--- src/rtl/cpu_bus_arbiter_if.sv ---
// Core fetch/data request-response buses plus the shared single-beat memory port.
// slave = arbiter side, master = core and memory side.
interface cpu_bus_arbiter_if #(
    parameter int ADDR_W = 64,
    parameter int DATA_W = 64
);
    logic              ireq_valid;
    logic [ADDR_W-1:0] ireq_addr;
    logic              iresp_addr_ok;
    logic              iresp_data_ok;
    logic [31:0]       iresp_data;

    logic              dreq_valid;
    logic [ADDR_W-1:0] dreq_addr;
    logic [2:0]        dreq_size;
    logic [7:0]        dreq_strobe;
    logic [DATA_W-1:0] dreq_data;
    logic              dresp_addr_ok;
    logic              dresp_data_ok;
    logic [DATA_W-1:0] dresp_data;

    logic              mreq_valid;
    logic [ADDR_W-1:0] mreq_addr;
    logic [2:0]        mreq_size;
    logic [7:0]        mreq_strobe;
    logic [DATA_W-1:0] mreq_data;
    logic              mresp_addr_ok;
    logic              mresp_data_ok;
    logic [DATA_W-1:0] mresp_data;

    modport slave (
        input  ireq_valid, ireq_addr,
        input  dreq_valid, dreq_addr, dreq_size, dreq_strobe, dreq_data,
        input  mresp_addr_ok, mresp_data_ok, mresp_data,
        output iresp_addr_ok, iresp_data_ok, iresp_data,
        output dresp_addr_ok, dresp_data_ok, dresp_data,
        output mreq_valid, mreq_addr, mreq_size, mreq_strobe, mreq_data
    );

    modport master (
        output ireq_valid, ireq_addr,
        output dreq_valid, dreq_addr, dreq_size, dreq_strobe, dreq_data,
        output mresp_addr_ok, mresp_data_ok, mresp_data,
        input  iresp_addr_ok, iresp_data_ok, iresp_data,
        input  dresp_addr_ok, dresp_data_ok, dresp_data,
        input  mreq_valid, mreq_addr, mreq_size, mreq_strobe, mreq_data
    );
endinterface

--- src/rtl/cpu_bus_arbiter.sv ---
// Round-robin arbiter serialising core fetch and data requests onto one single-beat memory port.
// Zero-cycle request forwarding, one transaction in flight; requesters hold until their *_data_ok.
module cpu_bus_arbiter #(
    parameter int ADDR_W = 64,
    parameter int DATA_W = 64
) (
    input  logic             clk,
    input  logic             rst,
    cpu_bus_arbiter_if.slave bus
);

    typedef enum logic [2:0] {
        IDLE,
        I_ADDR,
        I_DATA,
        D_ADDR,
        D_DATA
    } state_t;

    localparam logic [2:0] FETCH_SIZE = 3'd2;

    state_t state;
    logic   last_d;

    logic idle;
    logic grant_i;
    logic grant_d;
    logic i_req;
    logic d_req;
    logic i_done;
    logic d_done;

    // Both pending: serve whichever requester did not win the previous grant.
    always_comb begin
        idle    = (state == IDLE);
        grant_d = idle && bus.dreq_valid && (!bus.ireq_valid || !last_d);
        grant_i = idle && bus.ireq_valid && !grant_d;
        i_req   = grant_i || (state == I_ADDR);
        d_req   = grant_d || (state == D_ADDR);
        // A completion only counts once the address has been (or is being) accepted.
        i_done  = bus.mresp_data_ok &&
                  ((state == I_DATA) || ((state == I_ADDR) && bus.mresp_addr_ok));
        d_done  = bus.mresp_data_ok &&
                  ((state == D_DATA) || ((state == D_ADDR) && bus.mresp_addr_ok));
    end

    always_comb begin
        bus.mreq_valid  = i_req || d_req;
        bus.mreq_addr   = {ADDR_W{1'b0}};
        bus.mreq_size   = 3'd0;
        bus.mreq_strobe = 8'd0;
        bus.mreq_data   = {DATA_W{1'b0}};
        if (d_req) begin
            bus.mreq_addr   = bus.dreq_addr;
            bus.mreq_size   = bus.dreq_size;
            bus.mreq_strobe = bus.dreq_strobe;
            bus.mreq_data   = bus.dreq_data;
        end else if (i_req) begin
            bus.mreq_addr   = bus.ireq_addr;
            bus.mreq_size   = FETCH_SIZE;
        end
    end

    always_comb begin
        bus.iresp_addr_ok = i_req && bus.mresp_addr_ok;
        bus.iresp_data_ok = i_done;
        bus.iresp_data    = 32'd0;
        if (i_done) begin
            bus.iresp_data = bus.ireq_addr[2] ? bus.mresp_data[32 +: 32]
                                              : bus.mresp_data[0 +: 32];
        end
        bus.dresp_addr_ok = d_req && bus.mresp_addr_ok;
        bus.dresp_data_ok = d_done;
        bus.dresp_data    = d_done ? bus.mresp_data : {DATA_W{1'b0}};
    end

    always_ff @(posedge clk) begin
        if (rst) begin
            state  <= IDLE;
            last_d <= 1'b0;
        end else begin
            unique case (state)
                IDLE: begin
                    if (grant_d) begin
                        last_d <= 1'b1;
                        state  <= bus.mresp_addr_ok ? D_DATA : D_ADDR;
                    end else if (grant_i) begin
                        last_d <= 1'b0;
                        state  <= bus.mresp_addr_ok ? I_DATA : I_ADDR;
                    end
                end
                I_ADDR: begin
                    if (bus.mresp_addr_ok) begin
                        state <= bus.mresp_data_ok ? IDLE : I_DATA;
                    end
                end
                I_DATA: begin
                    if (bus.mresp_data_ok) begin
                        state <= IDLE;
                    end
                end
                D_ADDR: begin
                    if (bus.mresp_addr_ok) begin
                        state <= bus.mresp_data_ok ? IDLE : D_DATA;
                    end
                end
                D_DATA: begin
                    if (bus.mresp_data_ok) begin
                        state <= IDLE;
                    end
                end
                default: state <= IDLE;
            endcase
        end
    end

endmodule

--- src/flat_wrapper.sv ---
// flat-port wrapper written by rule: the top's interface ports become plain ports
module cpu_bus_arbiter_flat 
#(
    parameter int ADDR_W = 64,
    parameter int DATA_W = 64
)
  (clk, rst, bus_ireq_valid, bus_ireq_addr, bus_dreq_valid, bus_dreq_addr, bus_dreq_size, bus_dreq_strobe, bus_dreq_data, bus_mresp_addr_ok, bus_mresp_data_ok, bus_mresp_data, bus_iresp_addr_ok, bus_iresp_data_ok, bus_iresp_data, bus_dresp_addr_ok, bus_dresp_data_ok, bus_dresp_data, bus_mreq_valid, bus_mreq_addr, bus_mreq_size, bus_mreq_strobe, bus_mreq_data);
  cpu_bus_arbiter_if #(.ADDR_W(ADDR_W), .DATA_W(DATA_W)) bus_i ();
  input  logic clk;
  input  logic rst;
  input wire logic [$bits(bus_i.ireq_valid)-1:0] bus_ireq_valid;
  input wire logic [$bits(bus_i.ireq_addr)-1:0] bus_ireq_addr;
  input wire logic [$bits(bus_i.dreq_valid)-1:0] bus_dreq_valid;
  input wire logic [$bits(bus_i.dreq_addr)-1:0] bus_dreq_addr;
  input wire logic [$bits(bus_i.dreq_size)-1:0] bus_dreq_size;
  input wire logic [$bits(bus_i.dreq_strobe)-1:0] bus_dreq_strobe;
  input wire logic [$bits(bus_i.dreq_data)-1:0] bus_dreq_data;
  input wire logic [$bits(bus_i.mresp_addr_ok)-1:0] bus_mresp_addr_ok;
  input wire logic [$bits(bus_i.mresp_data_ok)-1:0] bus_mresp_data_ok;
  input wire logic [$bits(bus_i.mresp_data)-1:0] bus_mresp_data;
  output wire logic [$bits(bus_i.iresp_addr_ok)-1:0] bus_iresp_addr_ok;
  output wire logic [$bits(bus_i.iresp_data_ok)-1:0] bus_iresp_data_ok;
  output wire logic [$bits(bus_i.iresp_data)-1:0] bus_iresp_data;
  output wire logic [$bits(bus_i.dresp_addr_ok)-1:0] bus_dresp_addr_ok;
  output wire logic [$bits(bus_i.dresp_data_ok)-1:0] bus_dresp_data_ok;
  output wire logic [$bits(bus_i.dresp_data)-1:0] bus_dresp_data;
  output wire logic [$bits(bus_i.mreq_valid)-1:0] bus_mreq_valid;
  output wire logic [$bits(bus_i.mreq_addr)-1:0] bus_mreq_addr;
  output wire logic [$bits(bus_i.mreq_size)-1:0] bus_mreq_size;
  output wire logic [$bits(bus_i.mreq_strobe)-1:0] bus_mreq_strobe;
  output wire logic [$bits(bus_i.mreq_data)-1:0] bus_mreq_data;
  assign bus_i.ireq_valid = bus_ireq_valid;
  assign bus_i.ireq_addr = bus_ireq_addr;
  assign bus_i.dreq_valid = bus_dreq_valid;
  assign bus_i.dreq_addr = bus_dreq_addr;
  assign bus_i.dreq_size = bus_dreq_size;
  assign bus_i.dreq_strobe = bus_dreq_strobe;
  assign bus_i.dreq_data = bus_dreq_data;
  assign bus_i.mresp_addr_ok = bus_mresp_addr_ok;
  assign bus_i.mresp_data_ok = bus_mresp_data_ok;
  assign bus_i.mresp_data = bus_mresp_data;
  assign bus_iresp_addr_ok = bus_i.iresp_addr_ok;
  assign bus_iresp_data_ok = bus_i.iresp_data_ok;
  assign bus_iresp_data = bus_i.iresp_data;
  assign bus_dresp_addr_ok = bus_i.dresp_addr_ok;
  assign bus_dresp_data_ok = bus_i.dresp_data_ok;
  assign bus_dresp_data = bus_i.dresp_data;
  assign bus_mreq_valid = bus_i.mreq_valid;
  assign bus_mreq_addr = bus_i.mreq_addr;
  assign bus_mreq_size = bus_i.mreq_size;
  assign bus_mreq_strobe = bus_i.mreq_strobe;
  assign bus_mreq_data = bus_i.mreq_data;
  cpu_bus_arbiter #(.ADDR_W(ADDR_W), .DATA_W(DATA_W)) u_core (.clk(clk), .rst(rst), .bus(bus_i));
endmodule
--- config.mk ---
export PLATFORM = sky130hd
export DESIGN_NAME = cpu_bus_arbiter_flat
export DESIGN_NICKNAME = d
export VERILOG_FILES = /design/src/rtl/cpu_bus_arbiter_if.sv /design/src/rtl/cpu_bus_arbiter.sv /design/src/flat_wrapper.sv
export SDC_FILE = /design/constraint.sdc
export NUM_CORES = 1
export LEC_CHECK = 0
export CAP_MARGIN = 10
export CORE_AREA = 2 2 200 202
export CTS_BUF_LIST = sky130_fd_sc_hd__clkbuf_4
export DETAILED_ROUTE_END_ITERATION = 12
export DIE_AREA = 0 0 202 204
export PLACE_DENSITY_LB_ADDON = 0.12
export RECOVER_POWER = 50
export SLEW_MARGIN = 0
export SYNTH_ARGS = -nofsm -noshare
export SYNTH_HDL_FRONTEND = slang
export SYNTH_SLANG_ARGS = --single-unit
--- constraint.sdc ---
create_clock -name clk -period 4.03 [get_ports clk]
set_input_delay 0.806 -clock clk [delete_from_list [all_inputs] [get_ports clk]]
set_output_delay 0.806 -clock clk [all_outputs]
set_load 0.02 [all_outputs]
==> results.sh, run 1 <==
export IMPL_nNetsFinal=1114
export IMPL_required_ns=3.22
export IMPL_critical_path_class="input pin to output pin"
export IMPL_placed_cell_area_sq_um=8240
export IMPL_ys_types=36
export IMPL_cp_arrival_ns=3.07
export IMPL_yosys_area_share_simple=0.438
export IMPL_syn_inst=347
export IMPL_timing_setup_tns_ns=0
export IMPL_synth_mux_area_frac=0.138
export IMPL_finalNonFillerCells=1365
export IMPL_synthFlopType="dfxtp_1"
export IMPL_dpl_hpwl_microns=20500
export IMPL_cts_tree="done"
export IMPL_synth_xor_area_frac=0
export IMPL_core_sq_um=39200
export IMPL_io_pins=513
export IMPL_max_freq_mhz=258
export IMPL_cts_hold_buf=0
export IMPL_syn_nets=621
export IMPL_synth_common_cells="and2_1 (140), a22o_1 (64), nor2_1 (38)"
export IMPL_finalCritPeriodShare=0.961
export IMPL_finalHoldViolations=0
export IMPL_cts_setup_buffers=0
export IMPL_layout_drive_gt1_share=0.0334
export IMPL_met1Wirelength_microns=8190
export IMPL_slew_violations=0
export IMPL_skew_ns=0.00718
export IMPL_synth_top_family_by_area="simple AND/OR/NAND/NOR gates"
export IMPL_tightest_slew_ns=0.552
export IMPL_cap_violations=0
export IMPL_utilization=0.210
export IMPL_area_growth_pct=232
export IMPL_vias_per_cell=3.29
export IMPL_hold_depth=1
export IMPL_cp_max_fo=28
export IMPL_syn_area_sq_um=2480
export IMPL_synth_edf_count=0
export IMPL_synthArstFlopShare=0
export IMPL_grt_pass1_wl_microns=33200
export IMPL_status="complete, no violations"
export IMPL_grt_pass1_vias=4713
export IMPL_gp_congestion=0.868
export IMPL_dp_cells=1360
export IMPL_dieArea_sq_um=41200
export IMPL_r2r_cells=5
export IMPL_cp_start_kind="input pin"
export IMPL_io_buffer_count=512
export IMPL_die_x_microns=202
export IMPL_synthAdderAreaFrac=0.00504
export IMPL_ys_top_cells_by_area="and2_1 (35%), a22o_1 (23%), mux2i_1 (13%), nor2_1 (5.7%), buf_6 (5.0%)"
export IMPL_end_kind="output pin"
export IMPL_drt_iter0_markers=177
export IMPL_rsz0062_at_grt="no"
export IMPL_synth_compound_area_frac=0.283
export IMPL_grt_usage=0.108
export IMPL_synth_most_common_cell="and2_1"
export IMPL_synth_top_cell_area_share=0.353
export IMPL_ys_warnings_count=0
export IMPL_drc=0
export IMPL_num_vias=4485
export IMPL_h_tree_depth=1
export IMPL_register_area_sq_um=80.1
export IMPL_highest_layer="met5"
export IMPL_multi_input_area_sq_um=2160
export IMPL_syn_area_per_cell_sq_um=7.16
export IMPL_drt_total_wl_microns=24100
export IMPL_drt_pass1_iterations=4
export IMPL_met2WireLength_microns=13300
export IMPL_globalRouteOverflowTotal=0
export IMPL_antenna_found_initial=6
export IMPL_relSlewSlack=0.632
export IMPL_p_leak_uw=0.00342
export IMPL_wl_met3_microns=2510
export IMPL_start_util=0.0634
export IMPL_powerDensity_nw_per_um2=217
export IMPL_hp_class="register to register"
export IMPL_std_cell_rows=73
export IMPL_fin_area_sq_um=8250
export IMPL_fillers=4320
export IMPL_cts_root_buf="clkbuf_4"
export IMPL_fin_ws_ns=0.157
export IMPL_die_h_microns=204
export IMPL_path_clk_slew_ns=0.03
export IMPL_clockBufferDepth=2
export IMPL_drtAntennaViolNets=0
export IMPL_clock_sinks=4
export IMPL_ys_seq_elements=4
export IMPL_setup_viol=0
export IMPL_cts_buffers=3
export IMPL_vdd_ir_drop_max_mv=0.0600
export IMPL_preCtsSetupSlack_ns=0.0714
export IMPL_synth_largest_area_cell="and2_1"
export IMPL_yosysSeqAreaShare=0.0322
export IMPL_wl_per_cell_microns=17.7
export IMPL_fin_crit_ns=3.87
export IMPL_clk_latency_ns=0.24
export IMPL_grt_max_degree=66
[flip-flops by register name (all words and copies together) (netlist names)]
name           cells
u_core.state       3
u_core.last_d      1
[placed cells by master, fill, tap and decap left out, types with 4 or more instances in the layout]
cell type	count
nor2_1	38
buf_12	9
dfxtp_1	4
buf_4	7
clkdlybuf4s50_1	394
and2_1	140
a22o_1	64
dlygate4sd3_1	110
mux2i_1	33
clkbuf_1	5
[kinds of logic (layout without fill, tap and decap cells)]
family / Yosys count / count (layout)
multiplexers: 34 / 34
adder cells (fa/ha/maj): 1 / 1
AO/OA/AOI/OAI: 78 / 78
other: 0 / 2
flip-flops: 4 / 4
buffers and inverters: 42 / 533
AND/OR/NAND/NOR: 188 / 188
[power by group]
group	total, uW	switching [uW]	internal (uW)	leakage (uW)
clock network	49.9	16.6	33.3	0.0000138
logic	1670	802	873	0.00337
registers	62.0	17.0	45.1	0.0000330
[worst paths after layout]
check                       start                end  slack, ns
setup / recovery   bus_ireq_valid  bus_mreq_addr[54]       0.16
hold / removal      u_core.last_d      u_core.last_d       0.52
setup reg to reg  u_core.state[1]    u_core.state[1]       2.22
hold reg to reg     u_core.last_d      u_core.last_d       0.52
[what timing repair did]
item / in CTS / in global routing
gates resized for setup: 0 / 2
endpoints found under the setup margin: 0 / 18
hold endpoints to repair: 0 / 0
[per-stage QoR]
stage / power (uW) / hold slack [ns]
finish: 1790 / 0.519
global route: 1880 / 0.568
CTS: 1860 / 0.522
detailed placement: 1790 / 0.513
global placement: 1810 / 0.523
floorplan: 832 / 0.467
[area by class of cell]
cell class / instances / share of cell area
clock buffer: 3 / 0.00273
multi-input combinational: 301 / 0.261
sequential: 4 / 0.00971
tap: 525 / 0.0797
inverter: 3 / 0.00137
antenna: 2 / 0.000607
timing repair buffer: 527 / 0.644
[layer usage]
layer	GRT usage	vias to the layer above
met5	0	-
met4	0.0102	8
met3	0.0407	10
met2	0.220	278
met1	0.105	1986
li1	-	2203
[worst max-delay path: stages]
cell and delay (ns):
clkdlybuf4s50_1 0.41, clkbuf_1 0.15, a21bo_2 0.26, o22ai_4 0.17, buf_12 0.22, buf_12 0.17, a22o_1 0.23, clkdlybuf4s50_1 0.64
Note: power is estimated with default switching activity, not from simulation.
==> run 2, diff against run 1 <==
- CORE_AREA: 2 2 200 202 -> 2 2 198 200
- DIE_AREA: 0 0 202 204 -> 0 0 200 202
- clock period: 4.03 -> 4.45 ns (I/O delays scaled with it)
==> results.sh, run 2 (same netlist as run 1, synthesis figures left out) <==
export IMPL_grt_max_degree=68
export IMPL_die_x_microns=200
export IMPL_io_pins=513
export IMPL_num_vias=4463
export IMPL_grt_pass1_wl_microns=31100
export IMPL_cts_hold_buf=0
export IMPL_internal_power_uw=837
export IMPL_r2r_cells=5
export IMPL_critical_path_class="input pin to output pin"
export IMPL_path_clk_slew_ns=0.04
export IMPL_tightest_slew_ns=0.589
export IMPL_rsz0062_at_grt="no"
export IMPL_drc=0
export IMPL_max_freq_mhz=236
export IMPL_cts_resized=0
export IMPL_core_sq_um=38300
export IMPL_cts_setup_buffers=0
export IMPL_switching_share=0.468
export IMPL_h_tree_depth=1
export IMPL_grt_pass1_vias=4604
export IMPL_end_kind="output pin"
export IMPL_clockBufferDepth=2
export IMPL_regMostFlops="u_core.state"
export IMPL_required_ns=3.56
export IMPL_setup_viol=0
export IMPL_std_cell_rows=72
export IMPL_finalCritPeriodShare=0.953
export IMPL_skew_ns=0.00345
export IMPL_powerDensity_nw_per_um2=193
export IMPL_totalPowerFinal_uw=1570
export IMPL_dpl_hpwl_microns=19700
export IMPL_vias_per_cell=3.30
export IMPL_drt_iter0_markers=114
export IMPL_layout_drive_gt1_share=0.0288
export IMPL_cp_max_fo=39
export IMPL_area_growth_pct=229
export IMPL_hold_depth=1
export IMPL_cts_tree="done"
export IMPL_combPwrFrac=0.935
export IMPL_cp_arrival_ns=3.35
export IMPL_hp_class="register to register"
export IMPL_dieArea_sq_um=40400
export IMPL_clock_sinks=4
export IMPL_status="complete, no violations"
export IMPL_clk_latency_ns=0.24
export IMPL_cts_buffers=3
export IMPL_setup_worst_path_end="bus_mreq_addr[26]"
export IMPL_drt_total_wl_microns=23200
export IMPL_grt_usage=0.104
export IMPL_p_seq_frac=0.036
export IMPL_cap_violations=0
export IMPL_reg_top3="u_core.state: 3 flops, u_core.last_d: 1 flops"
export IMPL_start_util=0.0649
export IMPL_slew_violations=0
export IMPL_p_sw_uw=737
export IMPL_antenna_found_initial=3
export IMPL_timing_setup_tns_ns=0
export IMPL_die_h_microns=202
export IMPL_p_leak_uw=0.00340
export IMPL_layout_cells_most_common_list="clkdlybuf4s50_1 (393), and2_1 (140), dlygate4sd3_1 (114), a22o_1 (64), nor2_1 (38)"
export IMPL_r2r_slack_ns=2.68
export IMPL_nNetsFinal=1110
export IMPL_wl_per_cell_microns=17.1
export IMPL_largest_register_ffs=3
export IMPL_cts_root_buf="clkbuf_4"
export IMPL_fin_crit_ns=4.24
export IMPL_vdd_ir_drop_max_mv=0.0681
export IMPL_r2r_start="u_core.state[0]"
export IMPL_drtAntennaViolNets=0
export IMPL_drt_pass1_iterations=4
export IMPL_r2r_end="u_core.state[1]"
export IMPL_globalRouteOverflowTotal=0
export IMPL_gp_congestion=0.762
export IMPL_worstSetupStartpoint="bus_dreq_valid"
export IMPL_io_buffer_count=512
export IMPL_clkPwrFrac=0.029
export IMPL_final_common_cell="clkdlybuf4s50_1"
export IMPL_finalHoldViolations=0
export IMPL_relSlewSlack=0.607
export IMPL_cp_start_kind="input pin"
run 2: cell types whose count changed in the layout (fill, tap and decap cells not counted):
cell | before | now
clkbuf_1 | 5 | 1
buf_4 | 7 | 9
a21bo_1 | 0 | 1
o21ba_2 | 1 | 0
buf_12 | 9 | 4
dlymetal6s2s_1 | 1 | 0
o21ba_1 | 0 | 1
clkbuf_4 | 3 | 4
a21bo_2 | 1 | 0
dlygate4sd3_1 | 110 | 114
clkdlybuf4s50_1 | 394 | 393
run 2: worst min-delay path by stage:
| stage | startpoint | to | slack, ns |
|---|---|---|---|
| 2_1_floorplan | u_core.last_d | u_core.last_d | 0.47 |
| 3_3_place_gp | u_core.last_d | u_core.last_d | 0.52 |
| 3_5_place_dp | u_core.last_d | u_core.last_d | 0.51 |
| 4_1_cts | u_core.last_d | u_core.last_d | 0.52 |
| 5_1_grt | u_core.last_d | u_core.last_d | 0.54 |
| 6_report | u_core.last_d | u_core.last_d | 0.52 |
run 2: per-stage QoR:
stage                     setup slack (ns)  hold slack (ns)  cells   util  cell area, sq um
after floorplan                       1.62            0.467    347      -              2480
after global placement               0.252            0.522   1349  0.213              8150
after detailed placement             0.256            0.509   1349  0.213              8150
after CTS                            0.260            0.516   1352  0.213              8170
after global routing                0.0907            0.541   1354  0.213              8160
final                                0.208            0.518   1354  0.213              8160
run 2: power by group through the flow:
stage                     sequential (uW)  combinational [uW]  clock, uW
final                                56.1                1470       45.9
after global placement               56.6                1540          0
after global routing                 57.0                1560       51.1
after detailed placement             56.0                1520          0
after CTS                            55.5                1530       48.4
after floorplan                      45.8                 707          0
run 2: cell type report:
cell class                      instances  area [sq um]
Multi-Input combinational cell        301          2160
Fill cell                            4272         30100
Sequential cell                         4          80.1
Antenna cell                            2          5.00
Tap cell                              518           648
Inverter                                3          11.3
Clock buffer                            3          22.5
Timing Repair Buffer                  523          5240
run 2: worst max-delay path, cell delays in order:
cell             delay, ns
dlygate4sd3_1         0.67
a21bo_1               0.28
o22ai_4               0.19
buf_12                0.23
buf_12                0.22
a22o_1                0.23
clkdlybuf4s50_1       0.62
run 2: routing by layer:
layer | vias to the layer above | global-route usage | share of wire | wire length [microns]
li1 | 2189 | - | - | -
met1 | 1991 | 0.0979 | 0.33 | 7730
met2 | 271 | 0.214 | 0.55 | 12700
met3 | 10 | 0.0319 | 0.11 | 2580
met4 | 2 | 0.0198 | 0.0094 | 218
met5 | - | 0 | 0.00056 | 13
==> run 3, diff against run 2 <==
- CORE_AREA: 2 2 198 200 -> 2 2 200 202
- DIE_AREA: 0 0 200 202 -> 0 0 202 204
- clock period: 4.45 -> 5 ns (I/O delays scaled with it)
==> results.sh, run 3 (same netlist as run 1, synthesis figures left out) <==
export IMPL_final_common_cell="clkdlybuf4s50_1"
export IMPL_area_growth_pct=228
export IMPL_tightest_slew_ns=0.566
export IMPL_powerDensity_nw_per_um2=171
export IMPL_hp_class="register to register"
export IMPL_cts_root_buf="clkbuf_4"
export IMPL_h_tree_depth=1
export IMPL_relSlewSlack=0.623
export IMPL_antenna_found_initial=11
export IMPL_largest_register_ffs=3
export IMPL_fin_crit_ns=4.62
export IMPL_timing_setup_tns_ns=0
export IMPL_grt_pass1_wl_microns=33500
export IMPL_clkPwrFrac=0.031
export IMPL_critical_path_class="input pin to output pin"
export IMPL_clock_sinks=4
export IMPL_io_pins=513
export IMPL_cts_resized=0
export IMPL_reg_top3="u_core.state: 3 flops, u_core.last_d: 1 flops"
export IMPL_path_clk_slew_ns=0.04
export IMPL_die_x_microns=202
export IMPL_grt_pass1_vias=4601
export IMPL_max_freq_mhz=216
export IMPL_cp_arrival_ns=3.62
export IMPL_switching_share=0.476
export IMPL_cts_hold_buf=0
export IMPL_drt_total_wl_microns=24800
export IMPL_p_sw_uw=662
export IMPL_path_cells="dlygate4sd3_1 -> a21bo_2 -> o22ai_4 -> clkbuf_2 -> a22o_1 -> dlygate4sd3_1"
export IMPL_gp_congestion=0.936
export IMPL_p_seq_frac=0.035
export IMPL_cp_max_fo=22
export IMPL_status="complete, no violations"
export IMPL_rsz0062_at_grt="no"
export IMPL_cap_violations=0
export IMPL_slew_violations=0
export IMPL_drt_iter0_markers=191
export IMPL_setup_viol=0
export IMPL_vdd_ir_drop_max_mv=0.0964
export IMPL_combPwrFrac=0.933
export IMPL_cp_common_cell="dlygate4sd3_1"
export IMPL_internal_power_uw=729
export IMPL_grt_max_degree=120
export IMPL_cts_setup_buffers=0
export IMPL_nNetsFinal=1107
export IMPL_layout_drive_gt1_share=0.0229
export IMPL_required_ns=4.00
export IMPL_skew_ns=0.00423
export IMPL_cts_buffers=3
export IMPL_finalCritPeriodShare=0.925
export IMPL_p_leak_uw=0.00335
export IMPL_clockBufferDepth=2
export IMPL_grt_usage=0.111
export IMPL_vias_per_cell=3.30
export IMPL_layout_cells_most_common_list="clkdlybuf4s50_1 (396), and2_1 (140), dlygate4sd3_1 (115), a22o_1 (64), nor2_1 (38)"
export IMPL_die_h_microns=204
export IMPL_cp_start_kind="input pin"
export IMPL_start_util=0.0634
export IMPL_finalHoldViolations=0
export IMPL_drc=0
export IMPL_globalRouteOverflowTotal=0
export IMPL_end_kind="output pin"
export IMPL_num_vias=4496
export IMPL_regMostFlops="u_core.state"
export IMPL_std_cell_rows=73
export IMPL_core_sq_um=39200
export IMPL_drtAntennaViolNets=0
export IMPL_cts_tree="done"
export IMPL_clk_latency_ns=0.25
export IMPL_dpl_hpwl_microns=21000
export IMPL_wl_per_cell_microns=18.2
export IMPL_dieArea_sq_um=41200
export IMPL_finalNonFillerCells=1361
export IMPL_io_buffer_count=512
export IMPL_max_stage_delay_ns=0.73
export IMPL_cp_slowest_cell="dlygate4sd3_1"
export IMPL_dp_cells=1353
export IMPL_drt_pass1_iterations=4
## run 3: changes by cell type in the layout (fill, tap and decap cells not counted), sizes merged
cell / before / now
buf: 14 / 8
clkbuf: 5 / 4
clkdlybuf4s50: 393 / 396
diode: 2 / 5
dlygate4sd3: 114 / 115
## run 3: cell type report
cell class / count / area [sq um]
Tap cell: 525 / 657
Timing Repair Buffer: 520 / 5200
Fill cell: 4333 / 31000
Clock buffer: 3 / 22.5
Sequential cell: 4 / 80.1
Inverter: 3 / 11.3
Antenna cell: 5 / 12.5
Multi-Input combinational cell: 301 / 2160
## run 3: power groups by stage
stage	logic, uW	clock network [uW]	registers (uW)
2_1_floorplan	629	0	40.8
3_3_place_gp	1360	0	50.6
3_5_place_dp	1350	0	49.9
4_1_cts	1360	46.2	49.3
5_1_grt	1370	47.1	51.1
6_report	1300	43.3	49.4
## run 3: metrics by stage
stage | instance area, sq um | power (uW) | util | hold slack [ns] | setup slack, ns
CTS | 8130 | 1450 | 0.208 | 0.522 | 0.523
detailed placement | 8110 | 1400 | 0.207 | 0.516 | 0.535
floorplan | 2480 | 670 | - | 0.467 | 1.95
finish | 8140 | 1390 | 0.208 | 0.522 | 0.377
global route | 8140 | 1470 | 0.208 | 0.546 | 0.240
global placement | 8110 | 1410 | 0.207 | 0.519 | 0.529
## run 3: final timing paths
| kind | from | to | slack, ns | cells past startpoint |
|---|---|---|---|---|
| max | bus_dreq_valid | bus_mreq_addr[4] | 0.38 | 6 |
| min | u_core.last_d | u_core.last_d | 0.52 | 1 |
| max reg2reg | u_core.state[1] | u_core.state[1] | 3.22 | 5 |
| min reg2reg | u_core.last_d | u_core.last_d | 0.52 | 1 |
## run 3: critical path, delay by kind of cell
family	cells	cell delay, ns
AO/OA/AOI/OAI	3	0.71
buffers and inverters	3	1.91
## run 3: layer usage
metal,vias up,global-route usage,routed length (microns)
met5,-,0,77
met4,12,0.0210,331
met3,24,0.0483,2620
met2,279,0.223,13500
met1,1989,0.103,8190
li1,2192,-,-
==> RTL change (flow settings as in run 2) <==
Make the reset (`rst`) asynchronous in one clocked block.
--- a/src/rtl/cpu_bus_arbiter.sv
+++ b/src/rtl/cpu_bus_arbiter.sv
@@ -74,7 +74,7 @@
         bus.dresp_data    = d_done ? bus.mresp_data : {DATA_W{1'b0}};
     end
 
-    always_ff @(posedge clk) begin
+    always_ff @(posedge clk or posedge rst) begin
         if (rst) begin
             state  <= IDLE;
             last_d <= 1'b0;
Behaviour: differs if rst is asserted again (counterexample within 4 cycles, from zero or initial values and one cycle with rst high); with rst held inactive, the same outputs for 10 cycles.
==> RTL change against run 2 <==
  * Sequential cell count is the same
  * Critical endpoint is now bus_mreq_data[48]
  * Cell area grew 1.1%
  * Highest routed layer unchanged
  * Routed wire length grew 2.3%
  * Synthesized area shrank 2.0%
  * Via count is 0.96% higher
  * Hold slack worse by 0.0042 ns
  * Worst setup slack improved by 0.059 ns
  * Largest cell class unchanged
Power is not compared: it rests on default switching activity, and its combinational part moved more than twofold at a synthesized area within 25%.
==> RTL change: results (changes against run 2) <==
status finished clean; CP max stage delay 0.75 ns (+0.08 ns); Hold Slack 0.5141 ns (-0.004213 ns); FF-to-FF End u_core.state[1]; ys async rst share 1.000 (+1.000); 1st-iter DRT viols 118 (+3.5%); clock root buffer clkbuf_4; Post-Syn Nets 617 (-0.64%); GRT Resource Usage Total 0.1078 (+0.004058); M1 WL 8023 um (+3.8%); wire length of the first global-routing pass 31930 um (+2.8%); overall power 3180 uW; flop2flop setup slack 2.84 ns (+0.16 ns); Most used DFF post-synth dfrtp_1; largest net degree at the start of global routing 67 (-1.5%); DR WL met2 12810 um (+0.99%); routed len/inst 17.51 um (+2.1%); Synth top cells by count and2_1, a22o_1, nor2_1; GRT met2 Usage 0.2207 (+0.006696); metal3 WL 2727 um (+5.7%); share of layout cells above drive strength 1 0.03465 (+0.005871); Fin Clk Skew 0.003100 ns (-0.0003510 ns); reg-to-reg startpoint u_core.state[1]; DP Area 8258 um^2 (+1.3%); Setup Slack @ Placement 0.2566 ns (+0.001061 ns); register area share after synthesis 0.04111 (+0.008868); vias in the first global route 4651 (+1.0%); Netlist cell types 34 (-5.6%); Critical Path Sink bus_mreq_data[48]; fin nets 1113 (+0.27%); antenna violations before repair 4 (+1); met3 usage 0.03704 (+0.005173); DRT Wirelength 23760 um (+2.3%); uppermost layer routed met5; placed cells 1352 (+0.22%); post-route minimum period 4.183 ns (-0.05887 ns); GP Congestion 0.7717 (+1.3%); fillers 4236 (-0.84%); Detail Placement HPWL 21270 um (+8.1%); drt pass-1 iters 6 (+2); leakage 0.003370 uW; Area contributors post-synth and2_1, a22o_1, mux2i_1; M1 GR Usage 0.1038 (+0.005945); slowest library cell on the worst path clkdlybuf4s50_1; Slew @ Worst Pin 0.6781 ns (+0.08886 ns); Hold EP u_core.last_d
RTL change: cell types whose count changed in the layout (fill, tap and decap cells not counted), sizes merged, moves of 4 or more:
cell	before	now
clkdlybuf4s50	393	415
dfrtp	0	4
dlygate4sd3	114	92
buf	14	18
dfxtp	4	0
RTL change: area by class of cell:
cell class,count,area (um^2),area share
repair buffers,528,5346,0.6478
multi-input cells,300,2123,0.2573
well taps,518,648.1,0.07853
flip-flops and latches,4,100.1,0.01213
clock buffers,3,22.52,0.002729
inverters,2,7.507,0.0009096
diodes,2,5.005,0.0006064
RTL change: kinds of logic (layout without fill, tap and decap cells):
logic type | after synthesis | in the layout | synth area share
compound gates | 76 | 76 | 0.2708
simple gates | 191 | 191 | 0.4568
fa+ha+maj | 1 | 1 | 0.005138
buf+inv | 39 | 533 | 0.09455
other cells | 0 | 2 | 0
flops | 4 | 4 | 0.04111
mux | 32 | 32 | 0.1316
